**src/rtl/dmem_responder.sv**
```systemverilog
// Data-memory responder for the core's load/store port.
// One request in flight at a time: accept, wait LATENCY cycles, then hold the
// response until the core takes it. A store to the tohost word latches a
// sticky done/pass result for simulation and board LEDs.
module dmem_responder #(
  parameter int unsigned DEPTH_WORDS = 64,
  parameter int unsigned LATENCY     = 2,
  parameter logic [31:0] TOHOST_ADDR = 32'hBC,
  parameter logic [31:0] PASS_VALUE  = 32'd25
) (
  input  logic        clk,
  input  logic        reset,
  input  logic        req_valid,
  output logic        req_ready,
  input  logic        req_write,
  input  logic [31:0] req_addr,
  input  logic [31:0] req_wdata,
  input  logic [3:0]  req_be,
  output logic        rsp_valid,
  input  logic        rsp_ready,
  output logic [31:0] rsp_rdata,
  output logic        rsp_error,
  output logic        done,
  output logic        pass
);

  localparam int unsigned AW = (DEPTH_WORDS > 1) ? $clog2(DEPTH_WORDS) : 1;

  typedef enum logic [1:0] {StIdle, StWait, StResp} state_e;

  state_e      state_q, state_d;
  logic [3:0]  cnt_q, cnt_d;
  logic        init_q;
  logic        lat_write_q;
  logic [31:0] lat_addr_q;
  logic [31:0] lat_wdata_q;
  logic [3:0]  lat_be_q;
  logic [31:0] rdata_q;
  logic        error_q;
  logic        done_q;
  logic        pass_q;

  logic [31:0] mem [DEPTH_WORDS];

  logic        accept;
  logic        commit;
  logic        cur_write;
  logic [31:0] cur_addr;
  logic [31:0] cur_wdata;
  logic [3:0]  cur_be;
  logic        cur_err;
  logic [AW-1:0] cur_idx;

  assign req_ready = (state_q == StIdle) && init_q;
  assign rsp_valid = (state_q == StResp);
  assign rsp_rdata = rdata_q;
  assign rsp_error = error_q;
  assign done      = done_q;
  assign pass      = pass_q;

  assign accept = req_valid && req_ready;

  // With zero latency the access commits on the accept edge, so the live
  // request fields are used; otherwise the latched copy is used.
  always_comb begin
    cur_write = lat_write_q;
    cur_addr  = lat_addr_q;
    cur_wdata = lat_wdata_q;
    cur_be    = lat_be_q;
    if (state_q == StIdle) begin
      cur_write = req_write;
      cur_addr  = req_addr;
      cur_wdata = req_wdata;
      cur_be    = req_be;
    end
    cur_err = (cur_addr[1:0] != 2'b00) || ({2'b00, cur_addr[31:2]} >= 32'(DEPTH_WORDS));
    cur_idx = cur_addr[AW+1:2];
    commit  = ((state_q == StIdle) && accept && (LATENCY == 0)) ||
              ((state_q == StWait) && (cnt_q == 4'd1));
  end

  // Next-state logic for the request/wait/response sequence.
  always_comb begin
    state_d = state_q;
    cnt_d   = cnt_q;
    unique case (state_q)
      StIdle: begin
        if (accept) begin
          cnt_d   = 4'(LATENCY);
          state_d = (LATENCY == 0) ? StResp : StWait;
        end
      end
      StWait: begin
        cnt_d = cnt_q - 4'd1;
        if (cnt_q == 4'd1) state_d = StResp;
      end
      StResp: begin
        if (rsp_ready) state_d = StIdle;
      end
      default: state_d = StIdle;
    endcase
  end

  // Control state, request latch, response data and sticky tohost result.
  always_ff @(posedge clk) begin
    if (!reset) begin
      state_q     <= StIdle;
      cnt_q       <= 4'd0;
      init_q      <= 1'b0;
      lat_write_q <= 1'b0;
      lat_addr_q  <= 32'd0;
      lat_wdata_q <= 32'd0;
      lat_be_q    <= 4'd0;
      rdata_q     <= 32'd0;
      error_q     <= 1'b0;
      done_q      <= 1'b0;
      pass_q      <= 1'b0;
    end else begin
      state_q <= state_d;
      cnt_q   <= cnt_d;
      init_q  <= 1'b1;
      if (accept) begin
        lat_write_q <= req_write;
        lat_addr_q  <= req_addr;
        lat_wdata_q <= req_wdata;
        lat_be_q    <= req_be;
      end
      if (commit) begin
        error_q <= cur_err;
        rdata_q <= (cur_err || cur_write) ? 32'd0 : mem[cur_idx];
        // First tohost store wins; the full word decides pass regardless of be.
        if (!cur_err && cur_write && (cur_addr == TOHOST_ADDR) && !done_q) begin
          done_q <= 1'b1;
          pass_q <= (cur_wdata == PASS_VALUE);
        end
      end
    end
  end

  // RAM byte writes; contents survive reset, but a reset edge blocks the commit.
  always_ff @(posedge clk) begin
    if (reset && commit && cur_write && !cur_err) begin
      for (int i = 0; i < 4; i++) begin
        if (cur_be[i]) mem[cur_idx][8*i +: 8] <= cur_wdata[8*i +: 8];
      end
    end
  end

endmodule

```
**config.mk**
```make
export PLATFORM = sky130hd
export DESIGN_NAME = dmem_responder
export DESIGN_NICKNAME = d
export VERILOG_FILES = /design/src/rtl/dmem_responder.sv
export SDC_FILE = /design/constraint.sdc
export NUM_CORES = 2
export LEC_CHECK = 0
export BUFFER_PORTS_ARGS = -buffer_cell sky130_fd_sc_hd__buf_2
export CAP_MARGIN = 10
export CORE_ASPECT_RATIO = 2
export CORE_MARGIN = 2
export CORE_UTILIZATION = 51
export DETAILED_ROUTE_END_ITERATION = 7
export PLACE_DENSITY_LB_ADDON = 0.12
export REMOVE_ABC_BUFFERS = 1
export SYNTH_ARGS = -nofsm -noshare
export SYNTH_HDL_FRONTEND = slang
export SYNTH_SLANG_ARGS = --single-unit
```
**constraint.sdc**
```tcl
create_clock -name clk -period 4.7 [get_ports clk]
set_input_delay 0.47 -clock clk [delete_from_list [all_inputs] [get_ports clk]]
set_output_delay 0.47 -clock clk [all_outputs]
set_load 0.01 [all_outputs]
```
==> impl_metrics.toml <==
[run_status]
outcome = "complete, no violations"

[setup_path]
r2r_start = "state_q[1]"
arrival_ns = 4.85
critical_path_required_ns = 5.23
crit_type = "reg2reg"
critical_path_peak_fanout = 18
worstSetupStartpointType = "register"
end_kind = "register"
startpoint = "state_q[1]"

[global_route]
grt_pass1_vias = 54858
grt_usage_pct = 33.5
grt_first_pass_wirelength_um = 395000
grt-ovfl-total = 0
grt_max_degree = 81
grt_antenna_before_repair = 16

[synthesis]
ys_seq_area_share_pct = 76.8
synth_area_leaders = "edfxtp_1 74%, nand2_1 4.9%, o22ai_1 3.0%, dfxtp_1 2.7%, nor3_1 1.6%"
yosys_warnings = 0
netlist_area_um2 = 83000
synth_edf_count = 2048
synthMostInstantiatedCell = "edfxtp_1"
syn_area_per_cell_um2 = 14.4
ys_ff_latch = 2159
async_flop_share_pct = 0
yosysTopAreaCellShare_pct = 74.1
netlist_instances = 5778
yosys.area.top_type = "edfxtp_1"
synth_common_cells = "2,048 x edfxtp_1, 1,080 x nand2_1, 403 x o22ai_1"
synthFlopType = "edfxtp_1"
synth_cell_types = 80

[sta]
setup_viol = 0
max_slew_margin_pct = 12.9
max_freq_ghz = 0.232
hold-worst-slack_ns = 0.299
finClkSkew_ns = 0.0343
min_period_ns = 4.32
rsz0062_at_grt = "no"
tightest_slew_ns = 1.30
slew_viol_final = 0
finalHoldViolCount = 0
fin_crit_sh_pct = 91.8
fin_ws_ns = 0.384

[power_and_ir_drop]
p_leak_nw = 31.6
irDropWorstVdd_uv = 336
seq_power_share_pct = 52.9
p_clk_share_pct = 38.7
switching_share_pct = 23.5
p_sw_w = 0.00949
p_int_w = 0.0308
power_per_cell_area_nw_per_um2 = 421
combinationalPowerShare_pct = 8.4

[clock_network]
cts.clk_slew.worst_paths_ns = 0.07
cts_hold_buf = 70
cts_resized = 0
cts_buffer_depth = 4
numCtsBuffers = 187
cts_tree = "built"
cts_root_buffer = "clkbuf_16"
post-cts-setup-buffers = 0
cts_max_level = 4
clock_latency_ns = 0.84
numClockSinks = 2159

[finish]
syn_to_final_growth_pct = 15.3
nets = 6344
post_route_cells_drive_above_1_share_pct = 15.5

[detailed_routing]
routed_wl_um = 280000
dr.pass1.iters = 6
detail-route-antenna-nets = 0
via_per_inst = 6.52
routedWlPerCell_um = 32.8
post-route-drc-count = 0
drtIter0Drc = 6517
num_vias = 55531

[die]
die_x_um = 289
rows = 209
ios = 110
start_util_pct = 51.3
core-area_um2 = 162000
dieArea_um2 = 166000
die_h_um = 575

[placed_design]
dp_hpwl_um = 177000
portBuffers = 109
gp_congestion = 0.903
place_ws_ns = 0.594

[worst_hold_path]
worst_hold_path_type = "in2reg"
hold_start = "reset"

[job]
maxCapViolations = 0
## state kept, by name, summed over array words and instances, names as in the netlist
register / count
init_q: 1
done: 1
lat_addr_q: 32
state_q: 2
pass: 1
mem: 2048
lat_wdata_q: 32
cnt_q: 4
lat_write_q: 1
lat_be_q: 4
rsp_rdata: 32
rsp_error: 1
## logic make-up (layout without fill, tap and decap cells)
logic type,Yosys count,in the layout,share of synthesized area [%]
buf+inv,414,1043,2.37
fa+ha+maj,2,2,0.0301
xor+xnor,1,1,0.0106
compound gates,1099,1099,8.98
other cells,0,5,0
mux,127,127,1.57
simple gates,1976,1976,10.3
flops,2159,2159,76.8
## critical path: stages, from the launching register on
cell and delay [ns]:
dfxtp_1 0.71, or2_2 0.27, buf_4 0.32, mux2_2 0.68
nor2_1 0.57, nand2_1 0.66, nor2_1 0.50, buf_4 0.25
## layout by cell type (no fill, tap or decap), drive strengths merged, types with 9 or more instances in the layout
master / instances
edfxtp: 2048
nand2: 1082
buf: 642
o22ai: 403
nor3: 273
nand3: 241
clkbuf: 236
nor2: 222
a21oi: 139
a31oi: 126
mux2i: 119
dfxtp: 111
a32oi: 93
a21boi: 72
o21ai: 71
dlygate4sd3: 70
nor4: 67
clkinv: 55
o221ai: 27
a22oi: 22
bufinv: 20
or4: 20
a32o: 17
a22o: 16
o22a: 15
clkinvlp: 15
and3: 15
nand4: 14
o2111ai: 13
o31ai: 11
nor2b: 9
a221oi: 9
o211ai: 9
## final timing paths
path | to | slack (ns) | depth (start not counted)
worst min-delay path | init_q | 0.30 | 2
worst max register to register | mem[25][8] | 0.38 | 7
worst min register to register | rsp_rdata[22] | 0.46 | 2
worst max-delay path | mem[25][8] | 0.38 | 7
## stage by stage
step / TNS, ns / utilization [%] / instances / power [W] / cell area, µm²
finish: 0 / 59.1 / 8522 / 0.0403 / 95700
global route: 0 / 59.1 / 8519 / 0.0412 / 95700
CTS: 0 / 59.1 / 8517 / 0.0404 / 95700
detailed placement: 0 / 55.0 / 8120 / 0.0250 / 89000
global placement: 0 / 55.0 / 8120 / 0.0250 / 89000
floorplan: -3106.25 / - / 5368 / 0.0234 / 81100
## power groups by stage
stage          Sequential, W  Combinational, W  Clock, W
3_3_place_gp          0.0217           0.00327         0
3_5_place_dp          0.0217           0.00330         0
5_1_grt               0.0213           0.00352    0.0164
4_1_cts               0.0213           0.00336    0.0157
2_1_floorplan         0.0218           0.00169         0
6_report              0.0213           0.00340    0.0156
## layer usage
layer | vias to the layer above | global-route usage (%) | part of all wire (%)
met4 | 12 | 21.2 | 7.4
met1 | 28226 | 40.1 | 34
met5 | - | 0 | 0.029
met2 | 3223 | 56.9 | 50
met3 | 830 | 4.32 | 8.0
li1 | 23240 | - | -
## cell type report
cell class	instances	area, µm²
clock inverter	91	973
clock buffer	236	5040
multi-input combinational	3205	17500
sequential	2159	63700
tap	2110	2640
timing repair buffer	712	5790
antenna	5	12.5
fill	12481	66100
inverter	4	15.0
Note: power is estimated with default switching activity, not from simulation.
